===== config.mk =====
export PLATFORM = sky130hd
export DESIGN_NAME = spi_bus_scheduler
export DESIGN_NICKNAME = d
export VERILOG_FILES = /design/src/rtl/spi_bus_scheduler.sv
export SDC_FILE = /design/constraint.sdc
export NUM_CORES = 1
export LEC_CHECK = 0
export CAP_MARGIN = 5
export CORE_ASPECT_RATIO = 0.7
export CORE_UTILIZATION = 40
export DETAILED_ROUTE_END_ITERATION = 8
export PLACE_DENSITY = 0.61
export SLEW_MARGIN = 25
export SYNTH_ARGS = -nofsm -noshare
export SYNTH_HDL_FRONTEND = slang
export SYNTH_SLANG_ARGS = --single-unit

===== constraint.sdc =====
create_clock -name clk -period 3.65 [get_ports clk]
set_clock_uncertainty 0.05 [all_clocks]
set_input_delay 0.73 -clock clk [delete_from_list [all_inputs] [get_ports clk]]
set_output_delay 0.73 -clock clk [all_outputs]
set_load 0.005 [all_outputs]

===== src/rtl/spi_bus_scheduler.sv =====
// spi_bus_scheduler
//   SPI mode-0 master that time-shares one SPI bus between NUM_REQ clients.
//   It arbitrates pending requests and drops the winner's chip select. Then it
//   runs one DATA_W-bit full-duplex transfer, MSB first, and returns the word
//   received on MISO.
//
//   Optional build macro:
//     SPI_FIXED_PRIO_EN  Fixed priority, where the lowest requester index wins.
//                        When this macro is undefined, the block uses
//                        round-robin arbitration.
//
//   Ports
//     clk       system clock; all logic on rising edge
//     reset     asynchronous, active-high; clears all state
//     req       per-client request level, held until granted
//     req_data  per-client TX word; slice i = req_data[i*DATA_W +: DATA_W]
//     grant     one-hot; high for the whole transfer of the winner
//     done      1-cycle pulse; rx_data valid in the same cycle
//     rx_data   last received word, held until the next done
//     busy      high from grant through the done cycle
//     SCLK      SPI clock, idles low
//     CS        active-low chip selects, at most one low
//     MOSI      serial out, MSB first
//     MISO      serial in, MSB first
//
//   Timeline relative to the edge that raises grant (C = CLK_DIV, D = DATA_W):
//     SETUP  C cycles     : CS low, MOSI = MSB, SCLK low
//     SHIFT  2*D*C cycles : SCLK high/low half-periods, D rising edges
//     HOLD   C cycles     : SCLK low, CS still low
//     DONE   1 cycle      : CS already high; done is registered here
//   The done pulse is therefore visible (2*D+2)*C+1 cycles after grant rises.
//   CS is high during the DONE state and during the following IDLE cycle.

module spi_bus_scheduler #(
  parameter int NUM_REQ = 2,
  parameter int DATA_W  = 8,
  parameter int CLK_DIV = 2
) (
  input  logic                      clk,
  input  logic                      reset,
  input  logic [NUM_REQ-1:0]        req,
  input  logic [NUM_REQ*DATA_W-1:0] req_data,
  output logic [NUM_REQ-1:0]        grant,
  output logic                      done,
  output logic [DATA_W-1:0]         rx_data,
  output logic                      busy,
  output logic                      SCLK,
  output logic [NUM_REQ-1:0]        CS,
  output logic                      MOSI,
  input  logic                      MISO
);

  localparam int PTR_W  = (NUM_REQ > 1) ? $clog2(NUM_REQ) : 1;
  localparam int DIV_W  = (CLK_DIV > 1) ? $clog2(CLK_DIV) : 1;
  localparam int HALF_W = $clog2(2 * DATA_W);

  localparam logic [DIV_W-1:0]  DIV_LAST  = DIV_W'(CLK_DIV - 1);
  localparam logic [HALF_W-1:0] HALF_LAST = HALF_W'(2 * DATA_W - 1);

  typedef enum logic [2:0] {
    IDLE,
    SETUP,
    SHIFT,
    HOLD,
    DONE
  } stateT;

  stateT             state;
  stateT             stateNext;

  logic [DIV_W-1:0]  divCnt;
  logic [HALF_W-1:0] halfCnt;
  logic              divEnd;

  logic [DATA_W-1:0] txShift;
  logic [DATA_W-1:0] txNext;
  logic [DATA_W-1:0] rxShift;
  logic [DATA_W-1:0] txLoad;

  logic              anyReq;
  logic [PTR_W-1:0]  winIdx;
  logic [PTR_W-1:0]  candIdx;
  logic [NUM_REQ-1:0] grantOh;

  // FSM strobes
  logic              doGrant;
  logic              sclkRise;
  logic              sclkFall;
  logic              csRelease;
  logic              finish;

`ifndef SPI_FIXED_PRIO_EN
  // Index at which the next search starts (one past the last winner).
  logic [PTR_W-1:0]  rrPtr;
  logic [PTR_W-1:0]  rrPtrNext;
`endif

  assign divEnd = (divCnt == DIV_LAST);
  assign txNext = txShift << 1;

  // Arbiter: scan all requesters starting from the search origin and take
  // the first one that is asserted.
  always_comb begin
    anyReq  = 1'b0;
    winIdx  = '0;
    candIdx = '0;
    for (int k = 0; k < NUM_REQ; k++) begin
`ifdef SPI_FIXED_PRIO_EN
      candIdx = PTR_W'(k);
`else
      candIdx = PTR_W'((int'(rrPtr) + k) % NUM_REQ);
`endif
      if (!anyReq && req[candIdx]) begin
        anyReq = 1'b1;
        winIdx = candIdx;
      end
    end
  end

  assign grantOh = NUM_REQ'(1) << winIdx;
  assign txLoad  = req_data[int'(winIdx) * DATA_W +: DATA_W];

`ifndef SPI_FIXED_PRIO_EN
  assign rrPtrNext = (winIdx == PTR_W'(NUM_REQ - 1)) ? '0 : winIdx + 1'b1;

  always_ff @(posedge clk or posedge reset) begin
    if (reset) begin
      rrPtr <= '0;
    end else if (doGrant) begin
      rrPtr <= rrPtrNext;
    end
  end
`endif

  // State register
  always_ff @(posedge clk or posedge reset) begin
    if (reset) begin
      state <= IDLE;
    end else begin
      state <= stateNext;
    end
  end

  // Next state and per-cycle strobes
  always_comb begin
    stateNext = state;
    doGrant   = 1'b0;
    sclkRise  = 1'b0;
    sclkFall  = 1'b0;
    csRelease = 1'b0;
    finish    = 1'b0;
    case (state)
      IDLE: begin
        if (anyReq) begin
          doGrant   = 1'b1;
          stateNext = SETUP;
        end
      end
      SETUP: begin
        // The first rising SCLK edge opens SHIFT.
        if (divEnd) begin
          sclkRise  = 1'b1;
          stateNext = SHIFT;
        end
      end
      SHIFT: begin
        // halfCnt counts toggles made inside SHIFT. After 2*D-1 toggles,
        // SCLK is low past the last falling edge, so the last low half ends.
        if (divEnd) begin
          if (halfCnt == HALF_LAST) begin
            stateNext = HOLD;
          end else if (SCLK) begin
            sclkFall = 1'b1;
          end else begin
            sclkRise = 1'b1;
          end
        end
      end
      HOLD: begin
        if (divEnd) begin
          csRelease = 1'b1;
          stateNext = DONE;
        end
      end
      DONE: begin
        finish    = 1'b1;
        stateNext = IDLE;
      end
      default: stateNext = IDLE;
    endcase
  end

  // Clock divider and half-period counters
  always_ff @(posedge clk or posedge reset) begin
    if (reset) begin
      divCnt  <= '0;
      halfCnt <= '0;
    end else begin
      if (state == SETUP || state == SHIFT || state == HOLD) begin
        divCnt <= divEnd ? '0 : divCnt + 1'b1;
      end else begin
        divCnt <= '0;
      end
      if (state != SHIFT) begin
        halfCnt <= '0;
      end else if (sclkRise || sclkFall) begin
        halfCnt <= halfCnt + 1'b1;
      end
    end
  end

  // SPI lines, shifters and client-side outputs
  always_ff @(posedge clk or posedge reset) begin
    if (reset) begin
      grant   <= '0;
      CS      <= '1;
      SCLK    <= 1'b0;
      MOSI    <= 1'b0;
      busy    <= 1'b0;
      done    <= 1'b0;
      rx_data <= '0;
      txShift <= '0;
      rxShift <= '0;
    end else begin
      done <= finish;

      if (doGrant) begin
        grant   <= grantOh;
        CS      <= ~grantOh;
        busy    <= 1'b1;
        txShift <= txLoad;
        MOSI    <= txLoad[DATA_W-1];
        rxShift <= '0;
      end else if (state == IDLE) begin
        // This clears busy in the cycle after the done pulse.
        busy <= 1'b0;
      end

      // MISO is captured on the same clk edge that raises SCLK.
      if (sclkRise) begin
        SCLK    <= 1'b1;
        rxShift <= DATA_W'({rxShift, MISO});
      end

      if (sclkFall) begin
        SCLK    <= 1'b0;
        txShift <= txNext;
        MOSI    <= txNext[DATA_W-1];
      end

      if (csRelease) begin
        CS   <= '1;
        MOSI <= 1'b0;
      end

      if (finish) begin
        grant   <= '0;
        rx_data <= rxShift;
      end
    end
  end

endmodule


* Word level (Yosys, flattened, before mapping)
Index checks and enable logic that the tools add are counted.
** Cells by class
- Shifts and indexed selects :: 2
- Bitwise logic cells :: 1
- Reduce and logical (&&, ||, !) cells :: 15
- Equality and inequality tests :: 11
- Muxes and demuxes :: 47
- $lt $le $gt $ge :: 2
- Add/subtract/negate cells :: 4
** Operators by type and width (number)
- $mux W1 :: 30
- $mux W8 :: 2
- $shiftx A16 B5 Y8 :: 1
- $mux W3 :: 5
- $mux W7 :: 2
- $reduce_bool A2 Y1 :: 7
- $pmux W3 S4 :: 1
- $ne A2 B2 Y1 const B :: 5
- $mux W2 :: 4
- $mux W4 :: 2
- $eq A3 B2 Y1 const B :: 2
- $reduce_and A5 Y1 :: 1
- $add A4 B1 Y4 const B :: 1
- $eq A4 B4 Y1 const B :: 1
- $lt A1 B2 Y1 const B :: 2
- $add A1 B1 Y1 const B :: 3
- $eq A3 B1 Y1 const B :: 1
- $eq A3 B3 Y1 const B :: 1
- $logic_not A3 Y1 :: 1
- $logic_or A1 B1 Y1 :: 3
- $ne A3 B2 Y1 const B :: 1
- $reduce_bool A3 Y1 :: 1
- $not A2 Y2 :: 1
- $pmux W1 S2 :: 1
- other kinds (3) :: 3
** Word-level totals
- Word-level logic and storage cells :: 95
- Bits of input ports :: 21
- Register bits :: 40
- Output and inout port bits :: 16

* Depth between registers and ports, before layout
- Depth after elaboration :: 11
- Gate-level depth with buffers :: 7
- Mapped depth without buffers :: 5

* Worst setup path before layout
OpenSTA, ideal clock, no wires.
- Path type :: in2reg
- Start point :: input req[0]
- End point :: register MOSI
- Stages on the path :: 5
- Path slack :: 1.779 ns
- Required time :: 3.475 ns
- Buffers on the path :: 1
- Arrival :: 1.697 ns
- Path through :: nor2_1 or4_4 buf_6 a311o_1 nor3b_1
** On the way
- Cells in the longest elaborated chain, start to end :: 10
- Elaborated cells between the ends (all ways) :: 17
- Classes of those cells :: shift (1); mux (13); reduce/logical (3)
** Ends and longest elaborated chain
- start: declaration :: RTL line 41 : input logic [NUM_REQ-1:0] req,
- $mux W1 (not written as such) (2 in series) :: RTL line 113 : if (!anyReq && req[candIdx]) begin
- $mux W1 :: RTL line 113
- $logic_not A1 Y1 :: RTL line 113
- $logic_and A1 B1 Y1 :: RTL line 113
- $mux W1 :: RTL line 113
- $shiftx A16 B5 Y8 :: RTL line 121 : assign txLoad = req_data[int'(winIdx) * DATA_W +: DATA_W];
- $mux W1 :: RTL line 227 : if (doGrant) begin
- $mux W1 :: RTL line 245 : if (sclkFall) begin
- $mux W1 :: RTL line 251 : if (csRelease) begin
- end signal: assignment :: RTL line 232 : MOSI <= txLoad[DATA_W-1];
- end signal: assignment :: RTL line 248 : MOSI <= txNext[DATA_W-1];
- end: declaration :: RTL line 49 : output logic MOSI,
Parallel ways exist; a longest one is shown, timed or not. The select of a mux whose other input is x is not followed.
A chain may end at the register's enable or synchronous reset.

* Worst setup path after layout
- Start point :: input req[1]
- End point :: register MOSI
The elaborated chain is that of the path after synthesis.

==> impl_metrics.py <==
metrics = {
    "grt": {
        "grt_pass1_vias": 1383,
        "global_routing_met2_resource_utilization_pct": 27.5,
        "groute.layer.met3.usage_pct": 3.90,
        "globalRouteOverflowTotal": 0,
        "number_of_antenna_violations_at_the_first_check_in_global_routing": 0,
        "grt.met1_usage_pct": 25.4,
        "busiest_layer": "met2",
        "first_pass_grt_wire_length_um": 6750,
        "grt_usage_pct": 17.7,
        "grt_max_degree": 27,
    },
    "worst_setup_path": {
        "worst_ep_arrival_time_ns": 2.42,
        "crit_slowest_cell": "sky130_fd_sc_hd__or4_4",
        "r2r-start": "state[1]$_DFFE_PP0P_",
        "cp-startpoint": "req[1]",
        "cpPeakStageDelay_ns": 0.58,
        "critical_path.endpoint_type": "flip-flop",
        "setup.worst_path.start_class": "primary input",
        "worstSetupPathType": "in -> reg",
        "cp_cell_instances": "clkdlybuf4s50_1 -> nor2_1 -> or4_4 -> a311o_1 -> nor3b_1",
        "critical_path.max_fanout": 26,
        "cp.required_ns": 3.77,
    },
    "clock_tree": {
        "cts_hold_repair.buffers": 0,
        "tritoncts_buffers": 5,
        "ctsLongestPathBuffers": 2,
        "cts_tree": "built",
        "numClockSinks": 40,
        "htree_levels": 2,
        "worst_skew_pair.late_latency_ns": 0.29,
        "cts_repair_resize_count": 0,
        "cts_setup_buffers": 0,
        "cts.clk_slew.worst_paths_ns": 0.08,
        "clk_root_buffer_cell": "sky130_fd_sc_hd__clkbuf_8",
    },
    "power": {
        "pwr-share-seq_pct": 43.2,
        "share_comb_of_total_power_pct": 36.5,
        "total_switching_power_w": 0.000612,
        "cell_leakage_power_nw": 1.01,
        "netSwitchingFraction_pct": 35.0,
        "worst_ir_drop_vdd_mv": 0.259,
        "internal-power_w": 0.00113,
        "clock_power_share_pct": 20.3,
        "pwr_density_cell_nw_per_um2": 743,
    },
    "route": {
        "finalWirelength_um": 3870,
        "vias_per_cell": 5.35,
        "via_count": 1424,
        "post_drt_wl_per_cell_um": 14.5,
        "drt_drc": 8,
        "drt-pass1-iter-count": 6,
        "drt_iter0_markers": 122,
        "antenna_left": 0,
    },
    "floorplan": {
        "design.portCount": 37,
        "initial_utilization_pct": 42.4,
        "fp.dieArea_um2": 4980,
        "floorplan.rows": 20,
        "die_w_um": 83.9,
        "core_region_area_um2": 4430,
        "chip_height_um": 59.3,
    },
    "timing": {
        "finalCriticalPeriod_ns": 2.30,
        "maxSlewViolCount": 0,
        "setup_ws_ns": 1.35,
        "tightest_slew_ns": 0.806,
        "rsz0062_at_grt": "false",
        "fmaxAchievable_mhz": 435,
        "hold_viol": 0,
        "slew_headroom_pct": 46.2,
        "finalSetupViolCount": 0,
        "timing.final.crit_share_pct": 63.0,
        "total_neg_setup_slack_ns": 0,
        "hold-worst-slack_ns": 0.446,
    },
    "synthesis": {
        "synth.net_count": 199,
        "synth.lib_cells_used.distinct": 39,
        "netlist_area_um2": 1880,
        "postSynthAreaPerCell_um2": 10.6,
        "ys_warn_count": 0,
        "synth-seq-area-share_pct": 53.4,
        "postSynthCellCount": 177,
        "synth.ff_latch_count": 40,
    },
    "place": {
        "place_ws_ns": 1.05,
        "place_congestion": 0.737,
        "dp.final_hpwl_um": 2750,
        "port_buffers": 36,
        "detailed_place.area_um2": 2240,
        "dpl.cell_count": 258,
    },
    "finish": {
        "final_nets": 232,
        "post_layout_nonfiller_instances": 266,
        "flow.area_growth_from_synthesis_pct": 25.0,
        "layout_commonest_cell": "sky130_fd_sc_hd__dfrtp_1",
        "drive_above_1_share_pct": 10.9,
        "layout.cells.most_common_list": "sky130_fd_sc_hd__dfrtp_1, sky130_fd_sc_hd__clkdlybuf4s50_1, sky130_fd_sc_hd__nand2_1",
        "diodes": 0,
        "design_area_um2": 2350,
    },
    "outcome": {
        "status": "finished with violations",
        "failed_checks": "DRC",
    },
    "hold_path": {
        "min-delay-path-class": "reg -> reg",
        "timing.hold.worst.start": "txShift[1]$_DFFE_PP0P_",
    },
    "flow_run": {
        "max_cap_violations": 0,
    },
}
-- synthesized netlist by cell type (all sizes together) --
| master | count | area [µm²] |
|---|---|---|
| a31oi | 1 | 6.26 |
| a31o | 1 | 8.76 |
| and2 | 2 | 12.5 |
| dfstp | 2 | 52.6 |
| clkbuf | 1 | 3.75 |
| o22ai | 2 | 12.5 |
| o21a | 1 | 7.51 |
| nand2 | 25 | 93.8 |
| nand2b | 4 | 25.0 |
| and4 | 1 | 8.76 |
| nand4b | 1 | 8.76 |
| o21ai | 11 | 55.1 |
| mux2i | 11 | 110 |
| mux2 | 8 | 90.1 |
| or4 | 1 | 11.3 |
| buf | 10 | 70.1 |
| nor3b | 2 | 26.3 |
| a311o | 1 | 10.0 |
| nand3 | 18 | 90.1 |
| nor4 | 1 | 12.5 |
| nor2 | 10 | 37.5 |
| xor2 | 1 | 8.76 |
| a21oi | 3 | 15.0 |
| ha | 1 | 12.5 |
| o2bb2ai | 1 | 8.76 |
| inv | 3 | 11.3 |
| dfrtp | 38 | 951 |
| nand4 | 2 | 18.8 |
| nor3 | 3 | 15.0 |
| nor2b | 2 | 12.5 |
| o31ai | 2 | 20.0 |
| o211ai | 6 | 45.0 |
| a21boi | 1 | 7.51 |
-- state kept, by name, indices dropped and copies added, names as in the netlist --
signal and cells:
CS 2, MOSI 1, rxShift 8, SCLK 1, grant 2, rrPtr 1
halfCnt 4, state 3, rx_data 8, busy 1, divCnt 1, done 1
txShift 7
-- worst paths after layout --
| check | to | slack [ns] | depth (start not counted) |
|---|---|---|---|
| worst max-delay path | MOSI$_DFFE_PP0P_ | 1.35 | 5 |
| worst min-delay path | txShift[2]$_DFFE_PP0P_ | 0.45 | 2 |
| worst max register to register | halfCnt[2]$_DFFE_PP0P_ | 1.59 | 4 |
| worst min register to register | txShift[2]$_DFFE_PP0P_ | 0.45 | 2 |
| max in group asynchronous | CS[1]$_DFFE_PP1P_ | 1.90 | 3 |
| min in group asynchronous | rxShift[3]$_DFFE_PP0P_ | 0.82 | 2 |
-- power groups by stage --
stage	Sequential (W)	Combinational [W]	Clock [W]
3_3_place_gp	0.000749	0.000624	0
5_1_grt	0.000775	0.000724	0.000382
3_5_place_dp	0.000759	0.000638	0
2_1_floorplan	0.000700	0.000487	0
6_report	0.000754	0.000637	0.000355
4_1_cts	0.000752	0.000641	0.000362
-- stage by stage --
stage               utilization (%)  power, W
floorplan                         -   0.00119
global placement               50.6   0.00137
detailed placement             50.6   0.00140
CTS                            53.1   0.00176
global route                   53.1   0.00188
finish                         53.1   0.00175
-- worst max-delay path, delay by kind of cell --
| kind | cells | cell delay, ns |
|---|---|---|
| buf+inv | 1 | 0.55 |
| simple gates | 3 | 0.82 |
| compound gates | 1 | 0.32 |
-- cells by family (layout without fill, tap and decap cells) --
family                     count (synthesis)  count (layout)  synth area share, %
adders and majority gates                  1               1                0.666
muxes                                     19              19                 10.7
xor gates and xnor gates                   1               1                0.466
AOI/OAI and AO/OA                         30              30                 10.5
buffers and inverters                     14              48                 4.53
DFF                                       40              40                 53.4
and+or+nand+nor                           72              72                 19.8
-- layer usage --
metal / vias up / routed length (µm)
li1: 688 / -
met2: 46 / 1730
met1: 686 / 1920
met4: 0 / 36
met5: - / 0
met3: 4 / 182
-- cell type report --
cell class,instances,area [µm²]
Fill cell,398,2080
Sequential cell,40,1000
Multi-Input combinational cell,123,791
Timing Repair Buffer,37,368
Clock buffer,6,72.6
Tap cell,55,68.8
Clock inverter,2,35.0
Inverter,3,11.3
Power figures use the tool's default switching activity.
==> RTL edit 1: new RTL, config.mk and constraints unchanged <==
Build with the macro `SPI_FIXED_PRIO_EN` defined.
--- a/src/rtl/spi_bus_scheduler.sv
+++ b/src/rtl/spi_bus_scheduler.sv
@@ -33,2 +33,4 @@
 
+`define SPI_FIXED_PRIO_EN
+
 module spi_bus_scheduler #(
Check against the original RTL: same outputs for any inputs over 10 cycles, from zero or initial values and one cycle with reset high; that may be too few to reach the edited logic, so the function may still have changed.
==> RTL edit 1 against the original RTL <==
Synthesized cell count fell by 15%; design area shrank 4.3%; wire length is 1.4% lower; sequential cell count down 1; synthesized area down 7.1%; global-route usage is 1.1 points higher; total power is 0.83% higher; non-clock buffer count did not move; worst setup slack worse by 0.22 ns; critical path type unchanged; critical endpoint is now rxShift[2]$_DFFE_PP0P_.
==> RTL edit 1: results (changes against the original RTL) <==
| Metric | Value |
|---|---|
| Hold-critical path endpoint | `rx_data[1]$_DFFE_PP0P_ (was txShift[2]$_DFFE_PP0P_)` |
| FF-to-FF Start | `halfCnt[0]$_DFFE_PP0P_ (was state[1]$_DFFE_PP0P_)` |
| Syn_area_per_cell | `11.6 µm² (was 10.6 µm²)` |
| Vias/cell | `5.53 (was 5.35)` |
| Critical Path Sink | `rxShift[2]$_DFFE_PP0P_ (was MOSI$_DFFE_PP0P_)` |
| DRT Pass-1 Iters | `4 (was 6)` |
| Gpl congestion | `0.754 (was 0.737)` |
| Setup WS pre-CTS | `0.851 ns (was 1.05 ns)` |
| Reg2Reg Depth | `5 (was 4)` |
| Synth area leaders | `dfrtp_1 (53%), mux2_2 (5.2%), a221o_1 (4.0%) (was dfrtp_1 (51%), mux2i_1 (5.9%), nand2_1 (5.0%))` |
| Least-Margin Pin Slew | `0.924 ns (was 0.806 ns)` |
| Vias in the first global route | `1,325 (was 1,383)` |
| 1st-iter DRT viols | `79 (was 122)` |
| Total track usage | `18.8% (was 17.7%)` |
| Arrival @ worst endpoint | `2.69 ns (was 2.42 ns)` |
| Design Area, Final | `2250 µm² (was 2350 µm²)` |
| Hold Path Depth | `1 (was 2)` |
| Sequential area share after synthesis | `56.0% (was 53.4%)` |
| Final WL | `3810 µm (was 3870 µm)` |
| Slowest CP cell | `o31ai_1 (was or4_4)` |
| Post-DP Area | `2130 µm² (was 2240 µm²)` |
| Nets | `209 (was 232)` |
| Hold path start | `rx_data[1]$_DFFE_PP0P_ (was txShift[1]$_DFFE_PP0P_)` |
| Placed wire-length estimate | `2920 µm (was 2750 µm)` |
| R2R Setup Slk | `1.53 ns (was 1.59 ns)` |
| Crit path largest cell delay | `0.80 ns (was 0.58 ns)` |
| Status | `completed (was complete, but fails checks)` |
| Placed Instances | `232 (was 258)` |
RTL edit 1: routing by layer:
layer | track usage, % | routed length (µm) | vias up
met1 | 27.8 | 1930 | 657
met3 | 4.64 | 158 | 7
li1 | - | - | 635
met4 | 7.91 | 51 | 0
met5 | 0 | 0 | -
met2 | 26.1 | 1680 | 29
RTL edit 1: where the power goes:
group          total [mW]  internal (mW)  switching (mW)
Sequential          0.743          0.600           0.143
Combinational       0.650          0.351           0.299
Clock               0.368          0.221           0.147
RTL edit 1: logic make-up after synthesis:
family	after synthesis	synth area share, %
fa+ha+maj	1	0.716
simple gates	44	13.5
compound gates	44	18.6
buf+inv	10	3.22
flops	39	56.0
xor+xnor	2	1.00
mux	11	6.88
RTL edit 1: area by class of cell:
| type | instances | area share (%) |
|---|---|---|
| flip-flops and latches | 39 | 43.5 |
| inverters | 2 | 0.334 |
| multi-input cells | 102 | 31.7 |
| repair buffers | 37 | 16.4 |
| clock buffers | 6 | 3.67 |
| well taps | 52 | 2.89 |
| clock inverters | 2 | 1.56 |
==> RTL edit 2: new RTL, same flow settings <==
Made on the original files. Make the reset (`reset`) synchronous in 4 clocked blocks. Comments in the files are not updated.
--- a/src/rtl/spi_bus_scheduler.sv
+++ b/src/rtl/spi_bus_scheduler.sv
@@ -125,3 +125,3 @@
 
-  always_ff @(posedge clk or posedge reset) begin
+  always_ff @(posedge clk) begin
     if (reset) begin
@@ -135,3 +135,3 @@
   // State register
-  always_ff @(posedge clk or posedge reset) begin
+  always_ff @(posedge clk) begin
     if (reset) begin
@@ -193,3 +193,3 @@
   // Clock divider and half-period counters
-  always_ff @(posedge clk or posedge reset) begin
+  always_ff @(posedge clk) begin
     if (reset) begin
@@ -212,3 +212,3 @@
   // SPI lines, shifters and client-side outputs
-  always_ff @(posedge clk or posedge reset) begin
+  always_ff @(posedge clk) begin
     if (reset) begin
Formal check against the unedited RTL: differs if reset is asserted again (counterexample within 4 cycles, from zero or initial values and one cycle with reset high); with reset held inactive, the same outputs for 10 cycles.
==> RTL edit 2 against the original RTL <==
Global-route usage shrank 0.36 points; first-iteration DRC count down 48%; worst hold slack worse by 0.035 ns; via count about the same; sequential cell count stayed put; wire length down 3.2%; synthesized area decreased by 6.2%; worst setup slack gained 0.12 ns; design area fell by 5.9%; critical path depth decreased by 1; final cell count unchanged; highest routed layer unchanged.
Power is not compared: it rests on default switching activity, and its combinational part moved more than twofold at a synthesized area within 25%.
==> RTL edit 2: results (changes against the original RTL) <==
| Metric | Value |
|---|---|
| Status | `completed (was complete, but fails checks)` |
| Design Area, Final | `2210 µm² (was 2350 µm²)` |
| Crit-path leading delay family | `compound AO/OA/AOI/OAI gates (was simple AND/OR/NAND/NOR gates)` |
| Final WL | `3740 µm (was 3870 µm)` |
| Setup WS pre-CTS | `1.20 ns (was 1.05 ns)` |
| Post-synth top cells | `dfxtp_1 (40), nand2b_1 (19), nand2_1 (15) (was dfrtp_1 (38), nand2_1 (25), nand3_1 (18))` |
| Critical Path Sink | `txShift[3]$_SDFFE_PP0P_ (was MOSI$_DFFE_PP0P_)` |
| First-pass GRT wire length | `6110 µm (was 6750 µm)` |
| Non-Clock Buffer Area Fraction | `16.6% (was 15.7%)` |
| Full die area | `4680 µm² (was 4980 µm²)` |
| CP max FO | `23 (was 26)` |
| Vias/cell | `5.36 (was 5.35)` |
| Crit path largest cell delay | `0.73 ns (was 0.58 ns)` |
| Post-DP Area | `2100 µm² (was 2240 µm²)` |
| Share of post-route cells with drive strength above 1 | `8.88% (was 10.9%)` |
| Hold path start | `txShift[6]$_SDFFE_PP0P_ (was txShift[1]$_DFFE_PP0P_)` |
| Worst hold slack | `0.411 ns (was 0.446 ns)` |
| Clock buf/inv share | `4.87% (was 4.58%)` |
| R2R Setup Slk | `1.77 ns (was 1.59 ns)` |
| Non-clk invs | `1 (was 3)` |
| Slowest CP cell | `o21ai_2 (was or4_4)` |
| FF-to-FF Start | `state[1]$_SDFFE_PP0P_ (was state[1]$_DFFE_PP0P_)` |
| Post-synthesis net count | `203 (was 199)` |
| DRT Pass-1 Iters | `4 (was 6)` |
| Hold-critical path endpoint | `MOSI$_SDFFE_PP0P_ (was txShift[2]$_DFFE_PP0P_)` |
| Multi-input gates | `128 (was 123)` |
| Arrival @ worst endpoint | `2.35 ns (was 2.42 ns)` |
| RR Endpoint | `rxShift[6]$_SDFFE_PP0P_ (was halfCnt[2]$_DFFE_PP0P_)` |
| DRC viols | `0 (was 8)` |
| Vias in the first global route | `1,335 (was 1,383)` |
| FILL cells | `360 (was 398)` |
| Multi-input gate share of total cell area | `39.2% (was 33.7%)` |
| Max Freq | `458 MHz (was 435 MHz)` |
| Async set or reset register ratio after synthesis | `0% (was 100%)` |
## RTL edit 2: cell types whose count changed after synthesis, moves of 8 or more
cell and change:
a22o_1 +8, dfxtp_1 +40, nand2b_1 +15, dfrtp_1 -38
mux2_2 -8, nand2_1 -10, nand3_1 -9
## RTL edit 2: kinds of logic (layout without fill, tap and decap cells)
family / after synthesis / in the layout / share of synthesized area [%]
simple gates: 74 / 74 / 24.5
compound gates: 42 / 42 / 17.5
flops: 40 / 40 / 45.4
buf+inv: 13 / 46 / 5.68
mux: 10 / 10 / 5.68
fa+ha+maj: 1 / 1 / 0.710
xor+xnor: 1 / 1 / 0.497
## RTL edit 2: routing by layer
metal	share of wire, %	routed length [µm]	vias to the layer above	global-route usage, %
met4	1.5	56	0	8.42
li1	-	-	718	-
met1	48	1810	668	23.5
met3	5.5	206	7	4.48
met2	45	1670	32	25.5
met5	0	0	-	0
